## src/rtl/mini_src_pkg.sv

```systemverilog
// mini_src_pkg: shared constants for the Mini SRC control unit.
//   state_t   - control-step encoding (S_RST, T0..T7, S_HALT)
//   iclass_t  - instruction classes produced by mini_src_opdec
//   OP_*      - opcode field values (ir[31:27])
//   ALU_*     - ALU operation selects driven on alu_control
package mini_src_pkg;

  typedef enum logic [3:0] {
    S_RST, S_T0, S_T1, S_T2, S_T3, S_T4, S_T5, S_T6, S_T7, S_HALT
  } state_t;

  typedef enum logic [3:0] {
    C_LD, C_LDI, C_ST, C_ALU, C_IMM, C_MULDIV, C_BR, C_JR, C_NOP, C_HALT, C_ILL
  } iclass_t;

  localparam logic [4:0] OP_LD       = 5'b00000;
  localparam logic [4:0] OP_LDI      = 5'b00001;
  localparam logic [4:0] OP_ST       = 5'b00010;
  localparam logic [4:0] OP_ADD      = 5'b00011;
  localparam logic [4:0] OP_SUB      = 5'b00100;
  localparam logic [4:0] OP_AND      = 5'b00101;
  localparam logic [4:0] OP_OR       = 5'b00110;
  localparam logic [4:0] OP_ALU_LAST = 5'b01010;
  localparam logic [4:0] OP_ADDI     = 5'b01011;
  localparam logic [4:0] OP_ANDI     = 5'b01100;
  localparam logic [4:0] OP_ORI      = 5'b01101;
  localparam logic [4:0] OP_MUL      = 5'b01110;
  localparam logic [4:0] OP_DIV      = 5'b01111;
  localparam logic [4:0] OP_BR       = 5'b10010;
  localparam logic [4:0] OP_JR       = 5'b10011;
  localparam logic [4:0] OP_NOP      = 5'b11001;
  localparam logic [4:0] OP_HALT     = 5'b11010;

  // Register ALU ops use their opcode as the ALU select; INC sits in an unused slot.
  localparam logic [4:0] ALU_NONE = 5'b00000;
  localparam logic [4:0] ALU_ADD  = OP_ADD;
  localparam logic [4:0] ALU_AND  = OP_AND;
  localparam logic [4:0] ALU_OR   = OP_OR;
  localparam logic [4:0] ALU_INC  = 5'b10100;

  // Immediate forms reuse the ALU operation of their register counterpart.
  function automatic logic [4:0] imm_base_op(input logic [4:0] op);
    case (op)
      OP_ADDI: return ALU_ADD;
      OP_ANDI: return ALU_AND;
      default: return ALU_OR;
    endcase
  endfunction

endpackage

```

## src/rtl/mini_src_ctrl_if.sv

```systemverilog
// mini_src_ctrl_if: control bus between the Mini SRC control unit and datapath.
//   ir, con_ff, mem_rdy         - status into the controller
//   Pout..ConIn                 - one-bit datapath strobes
//   alu_control                 - ALU operation select
//   Run, Illegal                - executing / sticky undecodable-opcode flag
//   modport master = controller, modport slave = datapath
interface mini_src_ctrl_if;
  import mini_src_pkg::*;

  logic [31:0] ir;
  logic        con_ff, mem_rdy;
  logic        Pout, MARen, MDRen, Read, Write, MDRout, IRen, Pen;
  logic        Gra, Grb, Grc, Rin, Rout, BAout, Cout, Yen;
  logic        ZLOen, ZHIen, ZLOout, ZHIout, HIen, LOen, ConIn;
  logic [4:0]  alu_control;
  logic        Run, Illegal;

  modport master (
    input  ir, con_ff, mem_rdy,
    output Pout, MARen, MDRen, Read, Write, MDRout, IRen, Pen,
           Gra, Grb, Grc, Rin, Rout, BAout, Cout, Yen,
           ZLOen, ZHIen, ZLOout, ZHIout, HIen, LOen, ConIn,
           alu_control, Run, Illegal
  );

  modport slave (
    output ir, con_ff, mem_rdy,
    input  Pout, MARen, MDRen, Read, Write, MDRout, IRen, Pen,
           Gra, Grb, Grc, Rin, Rout, BAout, Cout, Yen,
           ZLOen, ZHIen, ZLOout, ZHIout, HIen, LOen, ConIn,
           alu_control, Run, Illegal
  );
endinterface

```

## src/rtl/mini_src_opdec.sv

```systemverilog
// mini_src_opdec: combinational opcode -> instruction class decoder.
//   opcode - ir[31:27]
//   iclass - instruction class (C_ILL for anything undecodable)
// Option: MINI_SRC_CTRL_MULDIV_EN makes mul/div decode as C_MULDIV; otherwise illegal.
module mini_src_opdec
  import mini_src_pkg::*;
(
  input  logic [4:0] opcode,
  output iclass_t    iclass
);

  always_comb begin
    iclass = C_ILL;
    case (opcode) inside
      OP_LD:                  iclass = C_LD;
      OP_LDI:                 iclass = C_LDI;
      OP_ST:                  iclass = C_ST;
      [OP_ADD:OP_ALU_LAST]:   iclass = C_ALU;
      [OP_ADDI:OP_ORI]:       iclass = C_IMM;
`ifdef MINI_SRC_CTRL_MULDIV_EN
      OP_MUL, OP_DIV:         iclass = C_MULDIV;
`endif
      OP_BR:                  iclass = C_BR;
      OP_JR:                  iclass = C_JR;
      OP_NOP:                 iclass = C_NOP;
      OP_HALT:                iclass = C_HALT;
      default:                iclass = C_ILL;
    endcase
  end

endmodule

```

## src/rtl/mini_src_ctrl.sv

```systemverilog
// mini_src_ctrl: Moore control-step FSM for the Mini SRC processor.
//   clk - clock, rising edge
//   clr - asynchronous active-low reset
//   bus - mini_src_ctrl_if.master (ir/con_ff/mem_rdy in, strobes/alu_control/Run/Illegal out)
// Option: MINI_SRC_CTRL_MULDIV_EN enables the mul/div sequence (see mini_src_opdec).
module mini_src_ctrl
  import mini_src_pkg::*;
(
  input  logic            clk,
  input  logic            clr,
  mini_src_ctrl_if.master bus
);

  state_t     state, nxt;
  iclass_t    iclass;
  logic       illegal_q, set_illegal, rst_sync_n;
  logic [4:0] opcode;

  assign opcode = bus.ir[31:27];

  mini_src_opdec u_opdec (.opcode(opcode), .iclass(iclass));

  // clr asserts immediately; its release is retimed by one edge so the first
  // S_RST -> T0 step never races the deassertion.
  always_ff @(posedge clk or negedge clr) begin
    if (!clr) rst_sync_n <= 1'b0;
    else      rst_sync_n <= 1'b1;
  end

  always_ff @(posedge clk or negedge rst_sync_n) begin
    if (!rst_sync_n) begin
      state     <= S_RST;
      illegal_q <= 1'b0;
    end else begin
      state <= nxt;
      if (set_illegal) illegal_q <= 1'b1;
    end
  end

  always_comb begin
    nxt         = state;
    set_illegal = 1'b0;
    case (state)
      S_RST: nxt = S_T0;
      S_T0:  nxt = S_T1;
      S_T1:  if (bus.mem_rdy) nxt = S_T2;
      S_T2:  nxt = S_T3;
      S_T3:
        case (iclass)
          C_JR, C_NOP: nxt = S_T0;
          C_HALT:      nxt = S_HALT;
          C_ILL: begin
            nxt         = S_HALT;
            set_illegal = 1'b1;
          end
          default:     nxt = S_T4;
        endcase
      S_T4:  nxt = S_T5;
      // A not-taken branch skips T6 entirely, keeping T6 outputs a pure function of state.
      S_T5:
        case (iclass)
          C_LD, C_ST, C_MULDIV: nxt = S_T6;
          C_BR:                 nxt = bus.con_ff ? S_T6 : S_T0;
          default:              nxt = S_T0;
        endcase
      S_T6:
        case (iclass)
          C_LD:    if (bus.mem_rdy) nxt = S_T7;
          C_ST:    nxt = S_T7;
          default: nxt = S_T0;
        endcase
      S_T7:  if (iclass != C_ST || bus.mem_rdy) nxt = S_T0;
      S_HALT: nxt = S_HALT;
      default: nxt = S_RST;
    endcase
  end

  always_comb begin
    bus.Pout = 1'b0;   bus.MARen = 1'b0;  bus.MDRen = 1'b0;  bus.Read = 1'b0;
    bus.Write = 1'b0;  bus.MDRout = 1'b0; bus.IRen = 1'b0;   bus.Pen = 1'b0;
    bus.Gra = 1'b0;    bus.Grb = 1'b0;    bus.Grc = 1'b0;    bus.Rin = 1'b0;
    bus.Rout = 1'b0;   bus.BAout = 1'b0;  bus.Cout = 1'b0;   bus.Yen = 1'b0;
    bus.ZLOen = 1'b0;  bus.ZHIen = 1'b0;  bus.ZLOout = 1'b0; bus.ZHIout = 1'b0;
    bus.HIen = 1'b0;   bus.LOen = 1'b0;   bus.ConIn = 1'b0;
    bus.alu_control = ALU_NONE;
    bus.Run     = (state != S_RST) && (state != S_HALT);
    bus.Illegal = illegal_q;
    case (state)
      S_T0: begin
        bus.Pout = 1'b1; bus.MARen = 1'b1; bus.ZLOen = 1'b1; bus.alu_control = ALU_INC;
      end
      S_T1: begin
        bus.ZLOout = 1'b1; bus.Pen = 1'b1; bus.Read = 1'b1; bus.MDRen = 1'b1;
      end
      S_T2: begin
        bus.MDRout = 1'b1; bus.IRen = 1'b1;
      end
      S_T3:
        case (iclass)
          C_LD, C_LDI, C_ST:   begin bus.Grb = 1'b1; bus.BAout = 1'b1; bus.Yen = 1'b1; end
          C_ALU, C_IMM, C_MULDIV: begin bus.Grb = 1'b1; bus.Rout = 1'b1; bus.Yen = 1'b1; end
          C_BR: begin bus.Gra = 1'b1; bus.Rout = 1'b1; bus.ConIn = 1'b1; end
          C_JR: begin bus.Gra = 1'b1; bus.Rout = 1'b1; bus.Pen = 1'b1; end
          default: ;
        endcase
      S_T4:
        case (iclass)
          C_LD, C_LDI, C_ST: begin
            bus.Cout = 1'b1; bus.ZLOen = 1'b1; bus.alu_control = ALU_ADD;
          end
          C_ALU: begin
            bus.Grc = 1'b1; bus.Rout = 1'b1; bus.ZLOen = 1'b1; bus.alu_control = opcode;
          end
          C_IMM: begin
            bus.Cout = 1'b1; bus.ZLOen = 1'b1; bus.alu_control = imm_base_op(opcode);
          end
          C_MULDIV: begin
            bus.Grc = 1'b1; bus.Rout = 1'b1; bus.ZLOen = 1'b1; bus.ZHIen = 1'b1;
            bus.alu_control = opcode;
          end
          C_BR: begin bus.Pout = 1'b1; bus.Yen = 1'b1; end
          default: ;
        endcase
      S_T5:
        case (iclass)
          C_LD, C_ST:          begin bus.ZLOout = 1'b1; bus.MARen = 1'b1; end
          C_LDI, C_ALU, C_IMM: begin bus.ZLOout = 1'b1; bus.Gra = 1'b1; bus.Rin = 1'b1; end
          C_MULDIV:            begin bus.ZLOout = 1'b1; bus.LOen = 1'b1; end
          C_BR: begin
            bus.Cout = 1'b1; bus.ZLOen = 1'b1; bus.alu_control = ALU_ADD;
          end
          default: ;
        endcase
      S_T6:
        case (iclass)
          C_LD:     begin bus.Read = 1'b1; bus.MDRen = 1'b1; end
          C_ST:     begin bus.Gra = 1'b1; bus.Rout = 1'b1; bus.MDRen = 1'b1; end
          C_MULDIV: begin bus.ZHIout = 1'b1; bus.HIen = 1'b1; end
          C_BR:     begin bus.ZLOout = 1'b1; bus.Pen = 1'b1; end
          default: ;
        endcase
      S_T7:
        case (iclass)
          C_LD:    begin bus.MDRout = 1'b1; bus.Gra = 1'b1; bus.Rin = 1'b1; end
          C_ST:    bus.Write = 1'b1;
          default: ;
        endcase
      default: ;
    endcase
  end

endmodule

```

## src/flat_wrapper.sv

```systemverilog
// flat-port wrapper written by rule: the top's interface ports become plain ports
module mini_src_ctrl_flat import mini_src_pkg::*;
  (clk, clr, bus_ir, bus_con_ff, bus_mem_rdy, bus_Pout, bus_MARen, bus_MDRen, bus_Read, bus_Write, bus_MDRout, bus_IRen, bus_Pen, bus_Gra, bus_Grb, bus_Grc, bus_Rin, bus_Rout, bus_BAout, bus_Cout, bus_Yen, bus_ZLOen, bus_ZHIen, bus_ZLOout, bus_ZHIout, bus_HIen, bus_LOen, bus_ConIn, bus_alu_control, bus_Run, bus_Illegal);
  mini_src_ctrl_if bus_i ();
  input  logic clk;
  input  logic clr;
  input wire logic [$bits(bus_i.ir)-1:0] bus_ir;
  input wire logic [$bits(bus_i.con_ff)-1:0] bus_con_ff;
  input wire logic [$bits(bus_i.mem_rdy)-1:0] bus_mem_rdy;
  output wire logic [$bits(bus_i.Pout)-1:0] bus_Pout;
  output wire logic [$bits(bus_i.MARen)-1:0] bus_MARen;
  output wire logic [$bits(bus_i.MDRen)-1:0] bus_MDRen;
  output wire logic [$bits(bus_i.Read)-1:0] bus_Read;
  output wire logic [$bits(bus_i.Write)-1:0] bus_Write;
  output wire logic [$bits(bus_i.MDRout)-1:0] bus_MDRout;
  output wire logic [$bits(bus_i.IRen)-1:0] bus_IRen;
  output wire logic [$bits(bus_i.Pen)-1:0] bus_Pen;
  output wire logic [$bits(bus_i.Gra)-1:0] bus_Gra;
  output wire logic [$bits(bus_i.Grb)-1:0] bus_Grb;
  output wire logic [$bits(bus_i.Grc)-1:0] bus_Grc;
  output wire logic [$bits(bus_i.Rin)-1:0] bus_Rin;
  output wire logic [$bits(bus_i.Rout)-1:0] bus_Rout;
  output wire logic [$bits(bus_i.BAout)-1:0] bus_BAout;
  output wire logic [$bits(bus_i.Cout)-1:0] bus_Cout;
  output wire logic [$bits(bus_i.Yen)-1:0] bus_Yen;
  output wire logic [$bits(bus_i.ZLOen)-1:0] bus_ZLOen;
  output wire logic [$bits(bus_i.ZHIen)-1:0] bus_ZHIen;
  output wire logic [$bits(bus_i.ZLOout)-1:0] bus_ZLOout;
  output wire logic [$bits(bus_i.ZHIout)-1:0] bus_ZHIout;
  output wire logic [$bits(bus_i.HIen)-1:0] bus_HIen;
  output wire logic [$bits(bus_i.LOen)-1:0] bus_LOen;
  output wire logic [$bits(bus_i.ConIn)-1:0] bus_ConIn;
  output wire logic [$bits(bus_i.alu_control)-1:0] bus_alu_control;
  output wire logic [$bits(bus_i.Run)-1:0] bus_Run;
  output wire logic [$bits(bus_i.Illegal)-1:0] bus_Illegal;
  assign bus_i.ir = bus_ir;
  assign bus_i.con_ff = bus_con_ff;
  assign bus_i.mem_rdy = bus_mem_rdy;
  assign bus_Pout = bus_i.Pout;
  assign bus_MARen = bus_i.MARen;
  assign bus_MDRen = bus_i.MDRen;
  assign bus_Read = bus_i.Read;
  assign bus_Write = bus_i.Write;
  assign bus_MDRout = bus_i.MDRout;
  assign bus_IRen = bus_i.IRen;
  assign bus_Pen = bus_i.Pen;
  assign bus_Gra = bus_i.Gra;
  assign bus_Grb = bus_i.Grb;
  assign bus_Grc = bus_i.Grc;
  assign bus_Rin = bus_i.Rin;
  assign bus_Rout = bus_i.Rout;
  assign bus_BAout = bus_i.BAout;
  assign bus_Cout = bus_i.Cout;
  assign bus_Yen = bus_i.Yen;
  assign bus_ZLOen = bus_i.ZLOen;
  assign bus_ZHIen = bus_i.ZHIen;
  assign bus_ZLOout = bus_i.ZLOout;
  assign bus_ZHIout = bus_i.ZHIout;
  assign bus_HIen = bus_i.HIen;
  assign bus_LOen = bus_i.LOen;
  assign bus_ConIn = bus_i.ConIn;
  assign bus_alu_control = bus_i.alu_control;
  assign bus_Run = bus_i.Run;
  assign bus_Illegal = bus_i.Illegal;
  mini_src_ctrl u_core (.clk(clk), .clr(clr), .bus(bus_i));
endmodule
```

## config.mk

```make
export PLATFORM = sky130hd
export DESIGN_NAME = mini_src_ctrl_flat
export DESIGN_NICKNAME = d
export VERILOG_FILES = /design/src/rtl/mini_src_pkg.sv /design/src/rtl/mini_src_ctrl_if.sv /design/src/rtl/mini_src_opdec.sv /design/src/rtl/mini_src_ctrl.sv /design/src/flat_wrapper.sv
export SDC_FILE = /design/constraint.sdc
export NUM_CORES = 1
export LEC_CHECK = 0
export ABC_AREA = 1
export CAP_MARGIN = 10
export CORE_MARGIN = 4
export CORE_UTILIZATION = 37
export CTS_CLUSTER_DIAMETER = 30
export DETAILED_ROUTE_END_ITERATION = 10
export PLACE_DENSITY = 0.77
export SLEW_MARGIN = 0
export SYNTH_ARGS = -nofsm -noshare
export SYNTH_HDL_FRONTEND = slang
export SYNTH_HIERARCHICAL = 1
export SYNTH_SLANG_ARGS = --single-unit
```

## constraint.sdc

```tcl
create_clock -name clk -period 2.5 [get_ports clk]
set_clock_uncertainty 0.2 [all_clocks]
set_input_delay 0.375 -clock clk [delete_from_list [all_inputs] [get_ports clk]]
set_output_delay 0.375 -clock clk [all_outputs]
set_load 0.01 [all_outputs]
```

==> flow_summary.toml <==
[status]
status = "completed"

[yosys]
syn_nets = 235
synth.avg_cell_area_sq_um = 5.25
yosysSeqAreaShare_pct = 14.4
synth_area_sq_um = 1040
synth-seq-cells = 6
synthDistinctLibCells = 25
ys_warn_count = 6
syn_inst = 199

[worst_setup_path]
start_kind = "primary input"
crit_required_ns = 1.92
crit_fanout = 5
arrival_ns = 1.88
worstSetupPathType = "primary input to output port"
cp-end-kind = "output port"

[placed_design]
io_buffer_count = 38
dpl.hpwl_mm = 2.80
post-place-ws_ns = -0.847
place.gp.congestion = 0.919

[global_routing]
grt_use_total_pct = 20.3
grt_use_met3_pct = 4.82
grt_overflow = 0
met2_usage_pct = 34.7
antenna_found_initial = 0
grt_pass1_wl_mm = 5.89
grt_pass1_vias = 1423
gr-usage-met1_pct = 26.8
grt.busiest_layer = "met2"
grt_max_degree = 10

[routing]
routed_wl_mm = 3.79
ant_nets = 0
drt_iter0_markers = 75
first_pass_iters = 5
via_per_inst = 4.97
route.detailed.drc = 0
vias = 1520
post_drt_wl_per_cell_um = 12.4

[power_and_ir_drop]
switching_share_pct = 51.7
pwr-share-seq_pct = 15.3
ir_drop_uv = 783
p_int_uw = 535
p_comb_share_pct = 77.0
power.total_uw = 1110
leakagePower_uw = 0.00103
pwr-share-clk_pct = 7.7
power.density_nw_per_um2 = 618
power.switching_uw = 574

[timing]
fin_crit_ns = 2.45
period_share_pct = 98.1
hold_viol = 0
setup_ws_ns = 0.0475
fmax_mhz = 408
report.final.slew_viol_count = 0
setup_viol = 0

[job]
maxCapViolCount = 0

[layout]
syn2layout_area_growth_pct = 71.9
layout_common_cells = "nand2_1, buf_4, nor2_1"
antenna_cells = 0
post-route-util_pct = 65.7
final_common_cell = "nand2_1"
drive_above_1_share_pct = 39.3
final_net_count = 313

[clock_tree]
clk_path_buf_depth = 2
insertion_delay_ns = 0.24
htreeDepth = 1
cts_buffers = 3
cts_sinks = 6
cts_root_buf = "clkbuf_4"
clkTransAtPathRegs_ns = 0.04
cts_tree = "done"

[floorplan]
start_util_pct = 38.2
io_pins = 66
dieArea_sq_um = 3740
row_count = 19
fp.dieH_um = 61.1
dieWidth_um = 61.1
core_sq_um = 2730

[min_path]
hold_class = "primary input to async pin"
layout make-up:
cell class,count,area [sq um]
Fill cell,256,938
Multi-Input combinational cell,163,897
Timing Repair Buffer,76,586
Sequential cell,6,150
Inverter,27,101
Tap cell,31,38.8
Clock buffer,3,22.5
per-layer routing:
| metal | wire length (um) | up-vias |
|---|---|---|
| met3 | 289 | 0 |
| li1 | - | 778 |
| met1 | 1660 | 676 |
| met2 | 1840 | 66 |
| met4 | 0 | 0 |
| met5 | 0 | - |
stage by stage:
step | TNS, ns | hold WS, ns | area (sq um) | instances
CTS | 0 | 0.0680 | 1760 | 304
detailed placement | -20.30 | -0.129 | 1680 | 297
global route | -0.0581 | 0.0662 | 1800 | 306
floorplan | 0 | -0.146 | 1040 | 199
finish | 0 | 0.0782 | 1800 | 306
global placement | -20.11 | -0.129 | 1680 | 297
final timing paths:
check	from	endpoint	slack (ns)	cells past startpoint
hold reg to reg	u_core/bus.Illegal	u_core/bus.Illegal	0.27	1
setup reg to reg	u_core/state[1]	u_core/state[1]	0.85	9
max in group asynchronous	u_core/rst_sync_n	u_core/state[1]	1.50	1
min in group clk	u_core/bus.Illegal	u_core/bus.Illegal	0.27	1
hold / removal	clr	u_core/rst_sync_n	0.08	1
setup / recovery	bus_ir[29]	bus_Rin	0.05	13
flip-flops by register name, indices dropped and copies added, names as in the netlist:
name / flops
u_core/bus.Illegal: 1
u_core/rst_sync_n: 1
u_core/state: 4
cells in the mapped netlist, drive strengths merged:
library cell,count,area (sq um)
dfrtp,6,150
conb,1,3.75
or2,1,6.26
nand2,76,310
a21oi,2,10.0
buf,3,23.8
o211ai,6,45.0
o21a,1,7.51
nor2,39,186
nand3,23,125
o21bai,1,7.51
clkinv,1,3.75
inv,26,97.6
nor3,3,15.0
nand3b,1,7.51
o21ai,9,45.0
worst max-delay path, cell delays in order:
cell           delay [ns]
buf_4                0.14
inv_2                0.09
nand2_4              0.07
nand3_2              0.08
nand2_2              0.07
nor2_2               0.15
inv_2                0.09
nand2_4              0.10
buf_4                0.13
nor2_4               0.05
o21ai_1              0.16
nand2_1              0.07
dlygate4sd2_1        0.29
power by group through the flow:
stage,clock network (uW),logic (uW),registers (uW)
3_5_place_dp,0,886,171
2_1_floorplan,0,482,167
3_3_place_gp,0,876,170
6_report,85.3,854,170
4_1_cts,90.2,840,168
5_1_grt,97.7,943,173
kinds of logic (layout without fill, tap and decap cells):
kind of cell	Yosys count	count (layout)	share of synthesized area [%]
buffers and inverters	30	106	12.0
AO/OA/AOI/OAI	19	19	11.0
AND/OR/NAND/NOR	143	143	62.3
other	1	1	0.359
flip-flops	6	6	14.4
repair_timing:
item                                    CTS  global route
endpoints found under the setup margin   27            23
resized for setup                        76            47
pin swaps                                 9             6
hold buffers                              1             0
setup buffers                             3             2
hold endpoints to repair                  5             0
Power figures use the tool's default switching activity.
